File: src/rtl/sfr_rmw_ctrl_pkg.sv
// Shared opcode encodings, state encoding and decode helpers for the SFR
// read-modify-write sequencer.
package sfr_rmw_ctrl_pkg;

    localparam int unsigned DATA_W = 8;
    localparam int unsigned ADDR_W = 8;
    localparam int unsigned OP_W   = 4;
    localparam int unsigned BIDX_W = 3;

    localparam logic [OP_W-1:0] OP_NOP   = 4'd0;
    localparam logic [OP_W-1:0] OP_RD    = 4'd1;
    localparam logic [OP_W-1:0] OP_WR    = 4'd2;
    localparam logic [OP_W-1:0] OP_ANL   = 4'd3;
    localparam logic [OP_W-1:0] OP_ORL   = 4'd4;
    localparam logic [OP_W-1:0] OP_XRL   = 4'd5;
    localparam logic [OP_W-1:0] OP_INC   = 4'd6;
    localparam logic [OP_W-1:0] OP_DEC   = 4'd7;
    localparam logic [OP_W-1:0] OP_RDBIT = 4'd8;
    localparam logic [OP_W-1:0] OP_SETB  = 4'd9;
    localparam logic [OP_W-1:0] OP_CLRB  = 4'd10;
    localparam logic [OP_W-1:0] OP_CPLB  = 4'd11;
    localparam logic [OP_W-1:0] OP_MOVB  = 4'd12;
    localparam logic [OP_W-1:0] OP_JBC   = 4'd13;

    typedef enum logic [2:0] {
        ST_IDLE  = 3'd0,
        ST_READ  = 3'd1,
        ST_EVAL  = 3'd2,
        ST_WRITE = 3'd3,
        ST_DONE  = 3'd4
    } state_e;

    function automatic logic op_is_bit(input logic [OP_W-1:0] op);
        return (op >= OP_RDBIT) && (op <= OP_JBC);
    endfunction

    // Ops whose result is a byte written back (and returned as resp_data).
    function automatic logic op_is_byte_write(input logic [OP_W-1:0] op);
        return (op >= OP_WR) && (op <= OP_DEC);
    endfunction

    // Bit writes that need no prior read.
    function automatic logic op_is_blind_bit(input logic [OP_W-1:0] op);
        return (op == OP_SETB) || (op == OP_CLRB) || (op == OP_MOVB);
    endfunction

    // Bit ops only address the bit-addressable SFRs (0x80 and above).
    function automatic logic op_is_err(input logic [OP_W-1:0] op,
                                       input logic [ADDR_W-1:0] addr);
        return (op == OP_NOP) || (op > OP_JBC) || (op_is_bit(op) && !addr[ADDR_W-1]);
    endfunction

    function automatic logic new_bit_f(input logic [OP_W-1:0] op,
                                       input logic old_bit,
                                       input logic operand_bit);
        logic nb;
        case (op)
            OP_SETB:        nb = 1'b1;
            OP_CLRB,
            OP_JBC:         nb = 1'b0;
            OP_CPLB:        nb = ~old_bit;
            OP_MOVB:        nb = operand_bit;
            default:        nb = old_bit;
        endcase
        return nb;
    endfunction

endpackage

File: src/rtl/sfr_rmw_alu.sv
// Combinational result path: new byte for byte ops, old/new bit for bit ops.
module sfr_rmw_alu
    import sfr_rmw_ctrl_pkg::*;
(
    input  logic [OP_W-1:0]   op_i,
    input  logic [DATA_W-1:0] old_byte_i,
    input  logic [DATA_W-1:0] operand_i,
    input  logic [BIDX_W-1:0] bit_idx_i,
    input  logic              operand_bit_i,
    output logic [DATA_W-1:0] new_byte_c_o,
    output logic              old_bit_c_o,
    output logic              new_bit_c_o
);

    always_comb begin
        new_byte_c_o = old_byte_i;
        case (op_i)
            OP_WR:   new_byte_c_o = operand_i;
            OP_ANL:  new_byte_c_o = old_byte_i & operand_i;
            OP_ORL:  new_byte_c_o = old_byte_i | operand_i;
            OP_XRL:  new_byte_c_o = old_byte_i ^ operand_i;
            OP_INC:  new_byte_c_o = old_byte_i + DATA_W'(1);
            OP_DEC:  new_byte_c_o = old_byte_i - DATA_W'(1);
            default: new_byte_c_o = old_byte_i;
        endcase
    end

    assign old_bit_c_o = old_byte_i[bit_idx_i];
    assign new_bit_c_o = new_bit_f(op_i, old_bit_c_o, operand_bit_i);

endmodule

File: src/rtl/sfr_rmw_ctrl.sv
// SFR access sequencer: turns one execute-stage request into timed read and
// write cycles on the register-file port and returns a one-cycle response.
module sfr_rmw_ctrl
    import sfr_rmw_ctrl_pkg::*;
(
    input  logic              clock,
    input  logic              reset,
    input  logic              req_valid,
    output logic              req_ready,
    input  logic [OP_W-1:0]   req_op,
    input  logic [ADDR_W-1:0] req_addr,
    input  logic [DATA_W-1:0] req_data,
    input  logic              req_bit,
    output logic              resp_valid,
    output logic [DATA_W-1:0] resp_data,
    output logic              resp_bit,
    output logic              resp_err,
    output logic [ADDR_W-1:0] sfr_addr,
    output logic [DATA_W-1:0] sfr_data_in,
    output logic              sfr_bit_in,
    output logic              sfr_write_en,
    output logic              sfr_write_bit_en,
    input  logic [DATA_W-1:0] sfr_data_out
);

    state_e            state_q, state_d;
    logic [OP_W-1:0]   op_q, op_d;
    logic [ADDR_W-1:0] addr_q, addr_d;
    logic [DATA_W-1:0] data_q, data_d;
    logic              bit_q, bit_d;
    logic [DATA_W-1:0] result_q, result_d;
    logic              old_bit_q, old_bit_d;

    logic              ready_q, ready_d;
    logic              rvalid_q, rvalid_d;
    logic [DATA_W-1:0] rdata_q, rdata_d;
    logic              rbit_q, rbit_d;
    logic              rerr_q, rerr_d;
    logic [ADDR_W-1:0] saddr_q, saddr_d;
    logic [DATA_W-1:0] sdin_q, sdin_d;
    logic              sbin_q, sbin_d;
    logic              swe_q, swe_d;
    logic              swbe_q, swbe_d;

    logic [DATA_W-1:0] alu_byte;
    logic              alu_old_bit;
    logic              alu_new_bit;

    sfr_rmw_alu u_alu (
        .op_i          (op_q),
        .old_byte_i    (sfr_data_out),
        .operand_i     (data_q),
        .bit_idx_i     (addr_q[BIDX_W-1:0]),
        .operand_bit_i (bit_q),
        .new_byte_c_o  (alu_byte),
        .old_bit_c_o   (alu_old_bit),
        .new_bit_c_o   (alu_new_bit)
    );

    always_ff @(posedge clock or posedge reset) begin
        if (reset) begin
            state_q   <= ST_IDLE;
            op_q      <= '0;
            addr_q    <= '0;
            data_q    <= '0;
            bit_q     <= 1'b0;
            result_q  <= '0;
            old_bit_q <= 1'b0;
            ready_q   <= 1'b1;
            rvalid_q  <= 1'b0;
            rdata_q   <= '0;
            rbit_q    <= 1'b0;
            rerr_q    <= 1'b0;
            saddr_q   <= '0;
            sdin_q    <= '0;
            sbin_q    <= 1'b0;
            swe_q     <= 1'b0;
            swbe_q    <= 1'b0;
        end else begin
            state_q   <= state_d;
            op_q      <= op_d;
            addr_q    <= addr_d;
            data_q    <= data_d;
            bit_q     <= bit_d;
            result_q  <= result_d;
            old_bit_q <= old_bit_d;
            ready_q   <= ready_d;
            rvalid_q  <= rvalid_d;
            rdata_q   <= rdata_d;
            rbit_q    <= rbit_d;
            rerr_q    <= rerr_d;
            saddr_q   <= saddr_d;
            sdin_q    <= sdin_d;
            sbin_q    <= sbin_d;
            swe_q     <= swe_d;
            swbe_q    <= swbe_d;
        end
    end

    // Outputs are registered, so each transition loads the values for the next state.
    always_comb begin
        state_d   = state_q;
        op_d      = op_q;
        addr_d    = addr_q;
        data_d    = data_q;
        bit_d     = bit_q;
        result_d  = result_q;
        old_bit_d = old_bit_q;
        ready_d   = 1'b0;
        rvalid_d  = 1'b0;
        rdata_d   = '0;
        rbit_d    = 1'b0;
        rerr_d    = 1'b0;
        saddr_d   = saddr_q;
        sdin_d    = '0;
        sbin_d    = 1'b0;
        swe_d     = 1'b0;
        swbe_d    = 1'b0;

        unique case (state_q)
            ST_IDLE: begin
                ready_d = 1'b1;
                if (req_valid) begin
                    ready_d  = 1'b0;
                    op_d     = req_op;
                    addr_d   = req_addr;
                    data_d   = req_data;
                    bit_d    = req_bit;
                    result_d = req_data;
                    if (op_is_err(req_op, req_addr)) begin
                        state_d  = ST_DONE;
                        rvalid_d = 1'b1;
                        rerr_d   = 1'b1;
                    end else if (req_op == OP_WR) begin
                        state_d = ST_WRITE;
                        saddr_d = req_addr;
                        sdin_d  = req_data;
                        swe_d   = 1'b1;
                    end else if (op_is_blind_bit(req_op)) begin
                        state_d = ST_WRITE;
                        saddr_d = req_addr;
                        sbin_d  = new_bit_f(req_op, 1'b0, req_bit);
                        swbe_d  = 1'b1;
                    end else begin
                        state_d = ST_READ;
                        saddr_d = op_is_bit(req_op)
                                ? {req_addr[ADDR_W-1:BIDX_W], BIDX_W'(0)}
                                : req_addr;
                    end
                end
            end
            ST_READ: begin
                state_d = ST_EVAL;
            end
            ST_EVAL: begin
                result_d  = alu_byte;
                old_bit_d = alu_old_bit;
                if (op_q == OP_RD) begin
                    state_d  = ST_DONE;
                    rvalid_d = 1'b1;
                    rdata_d  = sfr_data_out;
                end else if ((op_q == OP_RDBIT) || ((op_q == OP_JBC) && !alu_old_bit)) begin
                    state_d  = ST_DONE;
                    rvalid_d = 1'b1;
                    rbit_d   = alu_old_bit;
                end else if (op_is_bit(op_q)) begin
                    state_d = ST_WRITE;
                    saddr_d = addr_q;
                    sbin_d  = alu_new_bit;
                    swbe_d  = 1'b1;
                end else begin
                    state_d = ST_WRITE;
                    saddr_d = addr_q;
                    sdin_d  = alu_byte;
                    swe_d   = 1'b1;
                end
            end
            ST_WRITE: begin
                state_d  = ST_DONE;
                rvalid_d = 1'b1;
                rdata_d  = op_is_byte_write(op_q) ? result_q : '0;
                rbit_d   = ((op_q == OP_CPLB) || (op_q == OP_JBC)) ? old_bit_q : 1'b0;
            end
            ST_DONE: begin
                state_d = ST_IDLE;
                ready_d = 1'b1;
            end
            default: begin
                state_d = ST_IDLE;
                ready_d = 1'b1;
            end
        endcase
    end

    assign req_ready        = ready_q;
    assign resp_valid       = rvalid_q;
    assign resp_data        = rdata_q;
    assign resp_bit         = rbit_q;
    assign resp_err         = rerr_q;
    assign sfr_addr         = saddr_q;
    assign sfr_data_in      = sdin_q;
    assign sfr_bit_in       = sbin_q;
    assign sfr_write_en     = swe_q;
    assign sfr_write_bit_en = swbe_q;

endmodule
File: config.mk
export PLATFORM = sky130hd
export DESIGN_NAME = sfr_rmw_ctrl
export DESIGN_NICKNAME = d
export VERILOG_FILES = /design/src/rtl/sfr_rmw_ctrl_pkg.sv /design/src/rtl/sfr_rmw_alu.sv /design/src/rtl/sfr_rmw_ctrl.sv
export SDC_FILE = /design/constraint.sdc
export NUM_CORES = 1
export LEC_CHECK = 0
export CORE_UTILIZATION = 58
export CTS_CLUSTER_DIAMETER = 100
export DETAILED_ROUTE_END_ITERATION = 8
export PLACE_DENSITY_LB_ADDON = 0.3
export SYNTH_ARGS = -nofsm -noshare
export SYNTH_HDL_FRONTEND = slang
export SYNTH_SLANG_ARGS = --single-unit
export TNS_END_PERCENT = 100
File: constraint.sdc
create_clock -name clock -period 4.61 [get_ports clock]
set_input_delay 0.922 -clock clock [delete_from_list [all_inputs] [get_ports clock]]
set_output_delay 0.922 -clock clock [all_outputs]
set_load 0.005 [all_outputs]
==> results of run 1 <==
## registers in the layout, summed over array words and instances (netlist names), 3 cells and up
name / count
resp_data: 8
sfr_data_in: 8
op_q: 4
sfr_addr: 8
data_q: 8
state_q: 3
result_q: 8
addr_q: 8
## worst reg2reg max path, stage by stage, from the launching register on
cell,delay (ps)
dfrtp_1,790
nand4b_4,280
xnor2_1,200
ha_1,250
or4_1,500
mux2i_1,190
o31ai_1,90
a311o_1,340
a221o_1,290
## area by class of cell
| cell class | count | area (sq um) | share of cell area [%] |
|---|---|---|---|
| multi-input cells | 277 | 1980 | 42.3 |
| clock buffers | 10 | 138 | 2.94 |
| repair buffers | 67 | 658 | 14.0 |
| well taps | 77 | 96.3 | 2.06 |
| inverters | 25 | 93.8 | 2.00 |
| flip-flops and latches | 64 | 1600 | 34.2 |
| clock inverters | 6 | 115 | 2.46 |
## per-stage QoR
step           cells  instance area (sq um)  utilization [%]  hold WS (ps)  power [W]
5_1_grt          526                   4680             74.2           511    0.00323
6_report         526                   4680             74.2           481    0.00305
4_1_cts          526                   4680             74.2           481    0.00303
3_3_place_gp     510                   4430             70.2           457    0.00236
3_5_place_dp     510                   4430             70.2           463    0.00241
2_1_floorplan    390                   3780                -           445    0.00192
## routing by layer
metal	part of all wire, %	up-vias
met5	0	-
met4	2.8	0
met3	7.7	29
met2	46	164
met1	44	1599
li1	-	1504
## layout by cell type, fill, tap and decap left out, types with 3 or more instances in the layout
cell type / n
a211oi_1: 3
a21o_1: 7
a21oi_1: 8
a221o_1: 6
a22o_1: 13
a22oi_1: 8
a2bb2oi_1: 6
a31oi_1: 3
and2_1: 5
buf_4: 5
bufinv_16: 3
clkbuf_8: 10
clkdlybuf4s50_1: 62
dfrtp_1: 63
ha_1: 17
inv_1: 23
mux2_4: 6
mux2i_1: 6
nand2_1: 70
nand2b_1: 6
nand3_1: 5
nand3b_1: 4
nor2_1: 14
nor2b_1: 3
nor3_1: 4
o211ai_1: 7
o21ai_0: 11
o21bai_1: 3
o22ai_1: 6
o31ai_1: 3
or2_2: 3
or3_1: 3
xnor2_1: 4
## where the power goes
part / switching, W / internal [W]
combinational: 0.000744 / 0.000675
sequential: 0.000228 / 0.000792
clock: 0.000232 / 0.000377
## kinds of logic after synthesis
logic type	synth area share, %
AO/OA/AOI/OAI	22.1
XOR/XNOR	1.16
adder cells (fa/ha/maj)	5.63
buffers and inverters	5.36
flip-flops	42.4
multiplexers	5.26
AND/OR/NAND/NOR	18.1
## final timing paths
check                                 from     endpoint  slack, ps  cells past startpoint
max                        sfr_data_out[1]  result_q[4]       1430                      8
min                              old_bit_q    old_bit_q        480                      2
max reg2reg                        op_q[0]  result_q[4]       1570                      8
min reg2reg                      old_bit_q    old_bit_q        480                      2
max in group asynchronous            reset    req_ready       2730                      3
min in group asynchronous            reset    data_q[6]        980                      2
==> metrics.csv, run 1 <==
stage,metric,value,unit
run_status,outcome,finished clean,
routing,Pre-Repair DR Iteration Count,5,
critical_path,crit-path cells,"clkdlybuf4s50_1, xnor2_1, ha_1, or4_1, mux2i_1, o31ai_1, a311o_1, a221o_1",
timing,unrepaired setup endpoints after global routing,false,
job,Max-Cap Viols,0,
critical_path,Worst Setup Start Kind,primary input,
final_layout,Final #Nets,493,
die,I/O pin total,63,
synthesis,"EDFF count, synth",0,
clock_tree,CTS Buffer Depth,2,
place,GP Congestion,0.960,
global_route,met3 Usage GRT,5.93,%
timing,Final Skew,9.05,ps
die,Placeable Area,6310,sq um
clock_tree,Clock Latency Late Sink,350,ps
die,die span in y,82.7,um
timing,final hold viol count,0,
clock_tree,CTS resizes,0,
synthesis,syn_area_per_cell,9.70,sq um
place,port buffer count,62,
global_route,global route hottest layer,met2,
die,Die W,82.7,um
critical_path,CP Capture Type,flop,
synthesis,ys async rst share,100,%
power,P_leak,2.15,nW
global_route,first-pass GRT wire length,15.3,mm
critical_path,Crit path largest cell delay,700,ps
timing,max-slew violations,0,
global_route,largest net degree at the start of global routing,34,
routing,routed length per instance,19.1,um
place,pre-CTS WS,1100,ps
timing,FMAX,0.315,GHz
clock_tree,postcts setup bufs,0,
synthesis,syn nets,439,
clock_tree,CTS tree,yes,
die,num rows,29,
synthesis,post-synthesis cell type count,71,
synthesis,top-count cell post-synth,nand2_1,
synthesis,Mapped Cells,390,
critical_path,worst path arrival time,3420,ps
global_route,met1 Track Usage GR,44.2,%
timing,Final Critical Period,3180,ps
routing,via count,3296,
synthesis,main area contributors after synthesis,"dfrtp_1, nand2_1, ha_1",
clock_tree,H-tree level count,3,
synthesis,Ys Warns,0,
clock_tree,Clock transition at path regs,70,ps
critical_path,CP Class,in -> reg,
place,post-detail-place hpwl,6.82,mm
die,die area,6850,sq um
timing,period utilization,68.9,%
critical_path,slowest CP cell,clkdlybuf4s50_1,
critical_path,"delay-heaviest family, CP",compound AO/OA/AOI/OAI gates,
global_route,met2 GRT Util,46.1,%
routing,DRC errors left,0,
clock_tree,Clock Sinks,64,
critical_path,Crit Path Max Fanout,11,
timing,Final Worst Setup Slack,1430,ps
routing,Vias/cell,6.27,
synthesis,post-synth top area share,41.7,%
power,Max IR drop VDD,384,uV
timing,Slew @ Worst Pin,1050,ps
global_route,GRT Resource Usage Total,31.3,%
synthesis,sequential area share after synthesis,42.4,%
critical_path,Buffers & Inverters on Critical Path,1,
die,starting density of the core,59.9,%
final_layout,Antenna Cells,0,
final_layout,Fillers,457,
hold_path,Min-Delay Path Class,reg -> reg,
routing,WL final,10.0,mm
global_route,vias in the first global route,3020,
final_layout,Area Overhead vs Synth,23.9,%
power,power per cell area,651,nW/um^2
timing,Slew HR,29.2,%
critical_path,CP required,4850,ps
routing,"antenna viol nets, final",0,
synthesis,Synth area leader,dfrtp_1,
clock_tree,CTS buffer count,9,
routing,DR iter-0 viols,288,
timing,Final setup viols,0,
synthesis,Netlist Area Pre-Place,3780,sq um
synthesis,Synth top cells by count,"nand2_1, dfrtp_1, inv_1",
clock_tree,CTS Hold Bufs,0,
global_route,"Remaining Overflow, GRT",0,
synthesis,Synth Flop Type,dfrtp_1,
final_layout,share of cells above drive strength 1,10.0,%
timing,Fin Setup TNS,0,ps
global_route,initial antenna violation count,0,
synthesis,register bit count reported by yosys,64,
clock_tree,root buffer cell,clkbuf_8,
No activity file was read; power rests on OpenSTA's default activity.
==> inputs of run 2 (changes only) <==
Settings changed: CORE_UTILIZATION 58 to 54.
Clock period 4.61 ns to 3.3 ns, I/O delays scaled along.
==> metrics.csv, run 2 (same netlist as run 1, synthesis figures left out) <==
stage,metric,value,unit
run_status,outcome,"finished, violations left",
run_status,failing checks,DRC,
global_route,initial antenna violation count,0,
timing,unrepaired setup endpoints after global routing,false,
final_layout,Area Overhead vs Synth,26.4,%
routing,via count,3381,
routing,Vias/cell,6.03,
routing,DR iter-0 viols,238,
place,port buffer count,62,
power,Max IR drop VDD,541,uV
final_layout,"most common cell after layout, fill and taps aside",nand2_1,
global_route,vias in the first global route,3257,
critical_path,CP Capture Type,flop,
global_route,"Remaining Overflow, GRT",0,
timing,Fin Setup TNS,0,ps
clock_tree,root buffer cell,clkbuf_8,
routing,routed length per instance,18.1,um
power,P_leak,2.21,nW
routing,DRC errors left,1,
routing,met3 WL,713,um
clock_tree,Clock Sinks,64,
clock_tree,H-tree level count,3,
critical_path,crit-path cells,"clkdlybuf4s50_1, xnor2_1, ha_1, or4_1, mux2i_1, o31ai_1, a311o_1, a221o_1",
final_layout,most frequent cells in the layout,"nand2_1, dfrtp_1, clkdlybuf4s50_1, inv_1, buf_4",
timing,final hold viol count,0,
final_layout,Antenna Cells,0,
global_route,GRT Resource Usage Total,29.4,%
place,post-detail-place hpwl,7.00,mm
final_layout,share of cells above drive strength 1,12.7,%
timing,Final Skew,7.19,ps
timing,max-slew violations,0,
die,Die W,85.7,um
die,die span in y,85.7,um
critical_path,reg2reg start,op_q[3],
critical_path,Crit. Startpoint,sfr_data_out[1],
routing,max layer used,met4,
die,Placeable Area,6790,sq um
clock_tree,CTS Hold Bufs,0,
routing,"antenna viol nets, final",0,
global_route,largest net degree at the start of global routing,35,
die,die area,7340,sq um
die,I/O pin total,63,
routing,M1 WL,4.43,mm
global_route,first-pass GRT wire length,16.4,mm
timing,Hold Slack,479,ps
die,num rows,30,
critical_path,CP required,3530,ps
final_layout,Fillers,527,
timing,Slew @ Worst Pin,1030,ps
clock_tree,postcts setup bufs,0,
routing,WL final,10.1,mm
clock_tree,CTS Buffer Depth,2,
timing,period utilization,82.5,%
final_layout,Final #Nets,509,
hold_path,hold wc startpoint,bit_q,
hold_path,Min-Delay Path Class,reg -> reg,
clock_tree,Clock Latency Late Sink,340,ps
job,Max-Cap Viols,0,
critical_path,worst path arrival time,2950,ps
critical_path,Worst Setup Start Kind,primary input,
critical_path,slowest CP cell,or4_1,
critical_path,CP Class,in -> reg,
timing,Final Critical Period,2720,ps
routing,Pre-Repair DR Iteration Count,8,
clock_tree,Clock transition at path regs,70,ps
power,power per cell area,866,nW/um^2
critical_path,Crit path largest cell delay,500,ps
timing,Final setup viols,0,
timing,Slew HR,31.4,%
die,starting density of the core,55.7,%
timing,FMAX,0.367,GHz
clock_tree,CTS tree,yes,
clock_tree,CTS buffer count,9,
critical_path,Crit Path Max Fanout,5,
clock_tree,CTS resizes,0,
routing,met2 wire length,4.76,mm
place,GP Congestion,0.959,
run 2: changes by cell type in the layout (fill, tap and decap cells not counted):
cell and delta:
clkbuf_1 +2, buf_4 +15, bufinv_16 -2, clkinv_4 -1, inv_6 -1, buf_12 +1
clkinv_2 +3, clkinvlp_4 -1
run 2: final timing paths:
| kind | to | depth (start not counted) | slack (ps) |
|---|---|---|---|
| worst max-delay path | result_q[4] | 8 | 580 |
| worst min-delay path | bit_q | 2 | 480 |
| worst max register to register | result_q[4] | 8 | 780 |
| worst min register to register | bit_q | 2 | 480 |
| max in group asynchronous | req_ready | 3 | 1890 |
| min in group asynchronous | sfr_data_in[6] | 2 | 740 |
run 2: layout make-up:
class	instances	area [sq um]	area share, %
clock inverters	4	45.0	0.943
well taps	96	120	2.51
multi-input cells	277	1980	41.5
clock buffers	12	145	3.04
repair buffers	83	791	16.5
inverters	25	93.8	1.96
flip-flops and latches	64	1600	33.5
run 2: metrics by stage:
stage | std cells | area [sq um] | power (W) | setup slack, ps | utilization (%)
after floorplan | 390 | 3780 | 0.00268 | 730 | -
after global placement | 545 | 4590 | 0.00337 | 289 | 67.5
after detailed placement | 545 | 4590 | 0.00345 | 231 | 67.5
after CTS | 561 | 4780 | 0.00412 | 603 | 70.3
after global routing | 561 | 4780 | 0.00438 | 456 | 70.3
final | 561 | 4780 | 0.00414 | 578 | 70.3
run 2: worst max-delay path, delay by kind of cell:
kind | cells | cell delay, ps
AO/OA/AOI/OAI | 3 | 760
AND/OR/NAND/NOR | 1 | 500
multiplexers | 1 | 200
XOR/XNOR | 1 | 160
buffers and inverters | 1 | 440
adder cells (fa/ha/maj) | 1 | 230
run 2: power breakdown:
group          internal (W)  switching (W)  total, W
sequential          0.00111       0.000211   0.00132
clock              0.000366       0.000303  0.000669
combinational       0.00100        0.00114   0.00215
total               0.00248        0.00166   0.00414
run 2: metal layers:
layer	vias to the layer above	track usage, %
met3	24	5.58
met2	164	45.0
met4	0	13.5
met1	1646	40.7
li1	1547	-
met5	-	0
